<file path="config.mk">
export PLATFORM = sky130hd
export DESIGN_NAME = hood_key_power_ctrl
export DESIGN_NICKNAME = d
export VERILOG_FILES = /design/src/rtl/hood_key_power_ctrl.sv
export SDC_FILE = /design/constraint.sdc
export NUM_CORES = 1
export LEC_CHECK = 0
export BUFFER_PORTS_ARGS = -buffer_cell sky130_fd_sc_hd__buf_2
export CAP_MARGIN = 20
export CORE_UTILIZATION = 63
export DETAILED_ROUTE_END_ITERATION = 8
export PLACE_DENSITY = 0.8
export REMOVE_ABC_BUFFERS = 1
export SLEW_MARGIN = 5
export SYNTH_ARGS = -nofsm -noshare
export SYNTH_HDL_FRONTEND = slang
export SYNTH_SLANG_ARGS = --single-unit
export TNS_END_PERCENT = 1
</file>
<file path="constraint.sdc">
create_clock -name clk -period 2.2 [get_ports clk]
set_input_delay 0.11 -clock clk [delete_from_list [all_inputs] [get_ports clk]]
set_output_delay 0.11 -clock clk [all_outputs]
set_load 0.01 [all_outputs]
</file>
<file path="src/rtl/hood_key_power_ctrl.sv">
// Range-hood key front end: synchronise and debounce six buttons, run the power FSM, emit gated command pulses.
// Build macro HOOD_AUTO_OFF_EN adds an idle timer that powers the hood off after IDLE_OFF_CYCLES without a key press.
module hood_key_power_ctrl #(
    parameter longint unsigned DEBOUNCE_CYCLES   = 64'd2_000_000,
    parameter longint unsigned LONG_PRESS_CYCLES = 64'd300_000_000,
    parameter longint unsigned IDLE_OFF_CYCLES   = 64'd5_000_000_000
) (
    input  logic clk,
    input  logic rst,
    input  logic power_btn,
    input  logic menu_btn,
    input  logic speed1_btn,
    input  logic speed2_btn,
    input  logic speed3_btn,
    input  logic clean_btn,
    output logic power_status,
    output logic menu,
    output logic speed1,
    output logic speed2,
    output logic speed3,
    output logic clean,
    output logic off_pending
);
    localparam int unsigned N_KEYS  = 6;
    localparam int unsigned K_POWER = 0;
    localparam longint unsigned MAX_AB  = (DEBOUNCE_CYCLES > LONG_PRESS_CYCLES) ? DEBOUNCE_CYCLES : LONG_PRESS_CYCLES;
    localparam longint unsigned MAX_CYC = (MAX_AB > IDLE_OFF_CYCLES) ? MAX_AB : IDLE_OFF_CYCLES;
    localparam int unsigned CNT_W = (MAX_CYC > 64'd1) ? $clog2(MAX_CYC) : 1;

    typedef logic [CNT_W-1:0] cnt_t;
    typedef enum logic [2:0] {
        S_OFF,
        S_ON_HELD,
        S_ON,
        S_ON_PRESS,
        S_OFF_HELD
    } state_t;

    logic [N_KEYS-1:0] raw_c;
    logic [N_KEYS-1:0] sync1;
    logic [N_KEYS-1:0] sync2;
    logic [N_KEYS-1:0] level;
    logic [N_KEYS-1:0] level_d;
    logic [N_KEYS-1:0] press_c;
    cnt_t              db_cnt [N_KEYS];

    state_t state;
    state_t state_nxt;
    cnt_t   hold_cnt;
    cnt_t   hold_cnt_nxt;
    logic   idle_expire_c;
    logic [4:0] cmd_c;

    assign raw_c = {clean_btn, speed3_btn, speed2_btn, speed1_btn, menu_btn, power_btn};

    // Two-flop synchroniser for the asynchronous buttons
    always_ff @(posedge clk or negedge rst) begin
        if (!rst) begin
            sync1 <= '0;
            sync2 <= '0;
        end else begin
            sync1 <= raw_c;
            sync2 <= sync1;
        end
    end

    // Debounce: level follows sync2 only after DEBOUNCE_CYCLES consecutive differing cycles
    always_ff @(posedge clk or negedge rst) begin
        if (!rst) begin
            level   <= '0;
            level_d <= '0;
            for (int i = 0; i < N_KEYS; i++) db_cnt[i] <= '0;
        end else begin
            level_d <= level;
            for (int i = 0; i < N_KEYS; i++) begin
                if (sync2[i] == level[i]) begin
                    db_cnt[i] <= '0;
                end else if (db_cnt[i] == CNT_W'(DEBOUNCE_CYCLES - 64'd1)) begin
                    level[i]  <= sync2[i];
                    db_cnt[i] <= '0;
                end else begin
                    db_cnt[i] <= db_cnt[i] + CNT_W'(1);
                end
            end
        end
    end

    assign press_c = level & ~level_d;

    // Fixed priority among command keys; lower-priority simultaneous presses are dropped
    always_comb begin
        cmd_c = '0;
        if (press_c[1])      cmd_c[0] = 1'b1;
        else if (press_c[2]) cmd_c[1] = 1'b1;
        else if (press_c[3]) cmd_c[2] = 1'b1;
        else if (press_c[4]) cmd_c[3] = 1'b1;
        else if (press_c[5]) cmd_c[4] = 1'b1;
    end

    always_comb begin
        state_nxt    = state;
        hold_cnt_nxt = hold_cnt;
        case (state)
            S_OFF:      if (press_c[K_POWER]) state_nxt = S_ON_HELD;
            S_ON_HELD:  if (!level[K_POWER]) state_nxt = S_ON;
            S_ON: begin
                if (press_c[K_POWER]) begin
                    state_nxt    = S_ON_PRESS;
                    hold_cnt_nxt = '0;
                end
            end
            S_ON_PRESS: begin
                if (hold_cnt == CNT_W'(LONG_PRESS_CYCLES - 64'd1)) state_nxt = S_OFF_HELD;
                else if (!level[K_POWER]) state_nxt = S_ON;
                else hold_cnt_nxt = hold_cnt + CNT_W'(1);
            end
            S_OFF_HELD: if (!level[K_POWER]) state_nxt = S_OFF;
            default:    state_nxt = S_OFF;
        endcase
        if (idle_expire_c) state_nxt = S_OFF;
    end

    always_ff @(posedge clk or negedge rst) begin
        if (!rst) begin
            state        <= S_OFF;
            hold_cnt     <= '0;
            power_status <= 1'b0;
            off_pending  <= 1'b0;
            {clean, speed3, speed2, speed1, menu} <= 5'b0;
        end else begin
            state        <= state_nxt;
            hold_cnt     <= hold_cnt_nxt;
            power_status <= (state_nxt == S_ON_HELD) || (state_nxt == S_ON) || (state_nxt == S_ON_PRESS);
            off_pending  <= (state_nxt == S_ON_PRESS);
            // Gate on the pre-edge power level so the power-on cycle emits nothing
            {clean, speed3, speed2, speed1, menu} <= power_status ? cmd_c : 5'b0;
        end
    end

`ifdef HOOD_AUTO_OFF_EN
    cnt_t idle_cnt;
    logic powered_c;

    assign powered_c     = (state == S_ON_HELD) || (state == S_ON) || (state == S_ON_PRESS);
    assign idle_expire_c = powered_c && (state != S_ON_PRESS) && !(|press_c)
                           && (idle_cnt == CNT_W'(IDLE_OFF_CYCLES - 64'd1));

    // Idle timer: held while a long press is being timed, cleared by any key press
    always_ff @(posedge clk or negedge rst) begin
        if (!rst) begin
            idle_cnt <= '0;
        end else if (!powered_c || (|press_c) || idle_expire_c) begin
            idle_cnt <= '0;
        end else if (state != S_ON_PRESS) begin
            idle_cnt <= idle_cnt + CNT_W'(1);
        end
    end
`else
    assign idle_expire_c = 1'b0;
`endif

endmodule

</file>
Word level (Yosys, flattened, before mapping)
Index checks and enable logic that the tools add are counted.
- output and inout bits: 7
- input port bits: 8
- logic and storage cells: 105
- register bits after elaboration: 265
- bitwise logic cells: 8
- reductions and logical operators: 11
- multiplexer cells: 32
- add/subtract/negate cells: 7
- equality and inequality tests: 23
- operators by type and width (cell ; number):
    33-bit two-way mux ; 15
    33-bit by 1-bit adder with 33-bit output, second input constant ; 7
    33-bit by 21-bit == test with 1-bit output, second input constant ; 6
    33-bit one-hot mux with 2 select lines ; 1
    33-bit by 29-bit == test with 1-bit output, second input constant ; 1
    3-bit two-way mux ; 6
    3-bit one-hot mux with 5 select lines ; 1
    3-bit by 2-bit == test with 1-bit output, second input constant ; 4
    2-bit AND reduction ; 6
    6-bit bitwise AND ; 1
    1-bit == test ; 6
    3-bit by 1-bit == test with 1-bit output, second input constant ; 2
    1-bit two-way mux ; 6
    2-bit != test, second input constant ; 3
    1-bit inverter ; 6
    6-bit inverter ; 1
    5-bit two-way mux ; 1
    4-bit two-way mux ; 1
    4-bit AND reduction ; 1
    3-bit == test, second input constant ; 1
    3-bit zero test ; 1
    1-bit logical OR ; 2
    2-bit two-way mux ; 1
    2-bit nonzero test ; 1

Logic depth before layout (Yosys ltp)
- depth after elaboration: 8
- depth in mapped cells: 8
- depth with buffers taken out: 6

Least setup slack after synthesis
OpenSTA, ideal clock, no wires.
- path type: register to register
- start point: register db_cnt[55] (netlist bit)
- end point: register db_cnt[59] (netlist bit)
- arrival time: 1.877 ns
- cell stages (with the launch flop): 8
- path slack: 0.204 ns
- buffers on the path: 2
- library setup time: 0.119 ns
- data required time: 2.081 ns
- clock period less this slack: 1.996 ns
- cell sequence: dfrtp_1 or4b_1 or4_1 nor3_2 or2_1 buf_6 buf_8 nor2_1
- cells in the longest elaborated chain, start to end: 3
- elaborated cells on any way between the ends: 4
- classes of those cells: 1 x add/sub; 1 x eq/ne; 2 x mux
- RTL lines (what ; line ; RTL):
    start: declaration ; 45 ; cnt_t db_cnt [N_KEYS];
    start signal: indexed assignment ; 82 ; db_cnt[i] <= db_cnt[i] + CNT_W'(1);
    33-bit by 1-bit adder with 33-bit output or 33-bit by 21-bit == test with 1-bit output (tied branches) ; 82, 78 ;
    33-bit two-way mux (*) ; 78 ; end else if (db_cnt[i] == CNT_W'(DEBOUNCE_CYCLES - 64'd1)) begin
    33-bit two-way mux (*) ; 76 ; if (sync2[i] == level[i]) begin
Every way passes the cells marked *; elsewhere a longest branch is shown, timed or not.
A chain may end at the register's enable or synchronous reset.

Final worst setup path
- start point: register db_cnt[55] (netlist bit)
- end point: register db_cnt[65] (netlist bit)
Same word-level chain as after synthesis.

==> results.md <==
* Final ANT Viol Nets at 0
* Post-synthesis xor/xnor area fraction at 12.3%
* Residual DRC count at 0
* Final-report setup violation count at 0
* Inst Count DP at 1596
* H-tree levels at 1
* Count of cell types in the netlist at 50
* GRT Total Usage at 24.8%
* Critical path arrival at 2.51 ns
* Clock root buffer master: clkbuf_16
* Worst Setup Start Kind: register
* Multi-input logic area at 6020 sq um
* Period Utilization, post-route at 95.7%
* Clk network pwr share at 48.5%
* Detailed Place HPWL at 16.6 mm
* EDFF count, synth at 0
* Post-synthesis simple-gate area fraction at 29.0%
* Vias in the first global route at 9682
* Maximum VDD drop at 0.600 mV
* Hold_buf cts at 7
* Average cell area after synthesis at 9.80 sq um
* Most used flip-flop cell after synthesis: dfrtp_1
* Synthesized cell area at 13000 sq um
* Core Rows at 52
* Gr ovfl total at 0
* Fraction of registers with async set/reset at 100%
* Starting Density at 64.4%
* RSZ-0062 raised after global routing: no
* Sequential Power Share at 48.9%
* Placeable Area at 20200 sq um
* Rel. slew slack at 63.2%
* Comb power frac at 2.6%
* Hold Crit Class: in2async
* First-pass GRT wire length at 44.4 mm
* Share of layout cells above drive strength 1 at 8.83%
* Layout Nets at 1378
* Commonest non-fill, non-tap cell in the layout: dfrtp_1
* Crit-path max FO at 32
* Synth top area share at 50.9%
* Sw frac at 20.6%
* Clk buf depth at 3
* Layout area overhead at 12.2%
* Antenna cells at 0
* Vias per cell at 5.92
* Die Wd at 146 um
* Fmax at 0.475 GHz
* Adder and majority cell fraction of the synthesized area at 0.672%
* Sequential Area at 6630 sq um
* Max_cap viols at 0
* Seq/Total Area, Yosys at 50.9%
* Initial antenna violation count at 0
* Largest net degree at the start of global routing at 70
* Synthesis warning total at 0
* Synth top area cells: dfrtp_1 51%, xor2_1 8.9%, nor2_1 6.0%
* Post-CTS sizing at 0
* Synth Area in Compound Gates at 3.53%
* Cts bufs inserted at 28
* Worst Skew at 0.00805 ns
* Clk pin slew, worst setup/hold paths at 0.06 ns
* Die Ht at 146 um
* WHS at 0.0957 ns
* FILL cells at 1454
* FF+latch count, synth at 265
* I/O pin total at 15
* Slew @ Worst Pin at 0.548 ns
* Vias at 9770
* Worst setup path class: reg2reg
* Most area-hungry cell type in the Yosys netlist: dfrtp_1
* Most frequent cells in the layout: 265 x dfrtp_1, 207 x nor2_1, 132 x xor2_1
* Die area at 21300 sq um
* Count of input and output buffers at 14
* Run status: finished, final reports clean
* Iter 0 DRT Violations at 654
* Min Clock Period, post-route at 2.10 ns
* Non-filler cells, final at 1651
* CTS Sinks at 265
* DRT Wirelength at 25.4 mm
* Postcts setup bufs at 0
* Mux cell area share after synthesis at 0.672%
* Combinational family with the most area after synthesis: simple AND/OR/NAND/NOR gates
* Post-Syn Instances at 1330
* Leakage power at 0.00635 uW
* P_sw at 2080 uW
* Final Hold Fails at 0
* WP data required at 2.61 ns
* Global placer's final weighted congestion at 0.820
* DR pass1 iterations at 5
* Wire per inst at 15.4 um
* Power Dens Cells at 693 nW/um^2
* CP endpoint kind: register
* Pins over their slew limit at 0
* Int Pwr at 8040 uW
* Worst-skew pair later-pin latency at 0.53 ns
* TritonCTS clock tree: built
==> power groups by stage <==
stage	Clock, uW	Combinational (uW)	Sequential (uW)
2_1_floorplan	0	89.4	5030
3_5_place_dp	0	262	5040
4_1_cts	5020	274	4950
3_3_place_gp	0	259	5040
6_report	4910	263	4950
5_1_grt	5190	305	4950
==> synth_stat cells, drive strengths merged, types with 2 or more instances <==
cell type  number
a21boi          2
a21oi          35
and2           14
and3           51
and4           35
buf            26
clkbuf         33
dfrtp         265
ha              7
inv            25
mux2            6
mux2i           2
nand2          63
nand2b          8
nand3         100
nand4          90
nand4b          4
nor2          208
nor3           19
nor3b           3
nor4           43
nor4b           9
nor4bb          3
o211ai          2
o21ai          30
o31ai           7
or2             8
or3            26
or4            12
or4b            2
xnor2          51
xor2          132
==> cell type report <==
| type | instances | share of cell area (%) |
|---|---|---|
| sequential | 265 | 45.4 |
| multi-input combinational | 981 | 41.2 |
| clock buffer | 39 | 5.63 |
| timing repair buffer | 62 | 3.90 |
| tap | 270 | 2.31 |
| clock inverter | 9 | 0.993 |
| inverter | 25 | 0.642 |
==> through the flow <==
stage	power (uW)	TNS, ns	setup WS [ns]	utilization (%)	cell area, sq um
2_1_floorplan	5120	-3.89	-0.124	-	12700
3_3_place_gp	5290	0	0.150	67.1	13600
3_5_place_dp	5300	0	0.118	67.1	13600
4_1_cts	10200	0	0.103	72.3	14600
5_1_grt	10400	0	0.0162	72.3	14600
6_report	10100	0	0.0955	72.3	14600
==> state kept, by name (all words and copies together) (netlist names), 3 cells and up <==
register  count
db_cnt      198
hold_cnt     33
level         6
level_d       6
state         3
sync1         6
sync2         6
==> routing by layer <==
| layer | track usage [%] | vias up | routed length, um |
|---|---|---|---|
| met3 | 3.10 | 45 | 809 |
| met4 | 6.42 | 0 | 533 |
| met1 | 34.6 | 4811 | 11800 |
| met5 | 0 | - | 0 |
| li1 | - | 4746 | - |
| met2 | 41.4 | 168 | 12300 |
==> worst max-delay path, stage by stage (launching register included) <==
cell	delay, ns
dfrtp_1	0.39
or4b_1	0.50
or4_1	0.49
nor3_2	0.15
or2_1	0.18
buf_12	0.19
nor2_1	0.08
==> worst paths after layout <==
path,start,end,slack [ns],cells after the start
max,db_cnt[55]$_DFF_PN0_,db_cnt[65]$_DFF_PN0_,0.1,6
min in group clk,menu_btn,sync1[1]$_DFF_PN0_,0.21,2
min,rst,db_cnt[120]$_DFF_PN0_,0.1,2
max in group asynchronous,rst,db_cnt[152]$_DFF_PN0_,1.34,3
max reg2reg,db_cnt[55]$_DFF_PN0_,db_cnt[65]$_DFF_PN0_,0.1,6
min reg2reg,sync1[1]$_DFF_PN0_,sync2[1]$_DFF_PN0_,0.35,0
==> cell families (layout without fill, tap and decap cells) <==
logic type,count (synthesis),in the layout
AOI/OAI and AO/OA,82,82
xor gates and xnor gates,183,183
adders and majority gates,7,7
buffers and inverters,84,135
DFF,265,265
muxes,8,8
and+or+nand+nor,701,701
(Power assumes the default switching activity.)
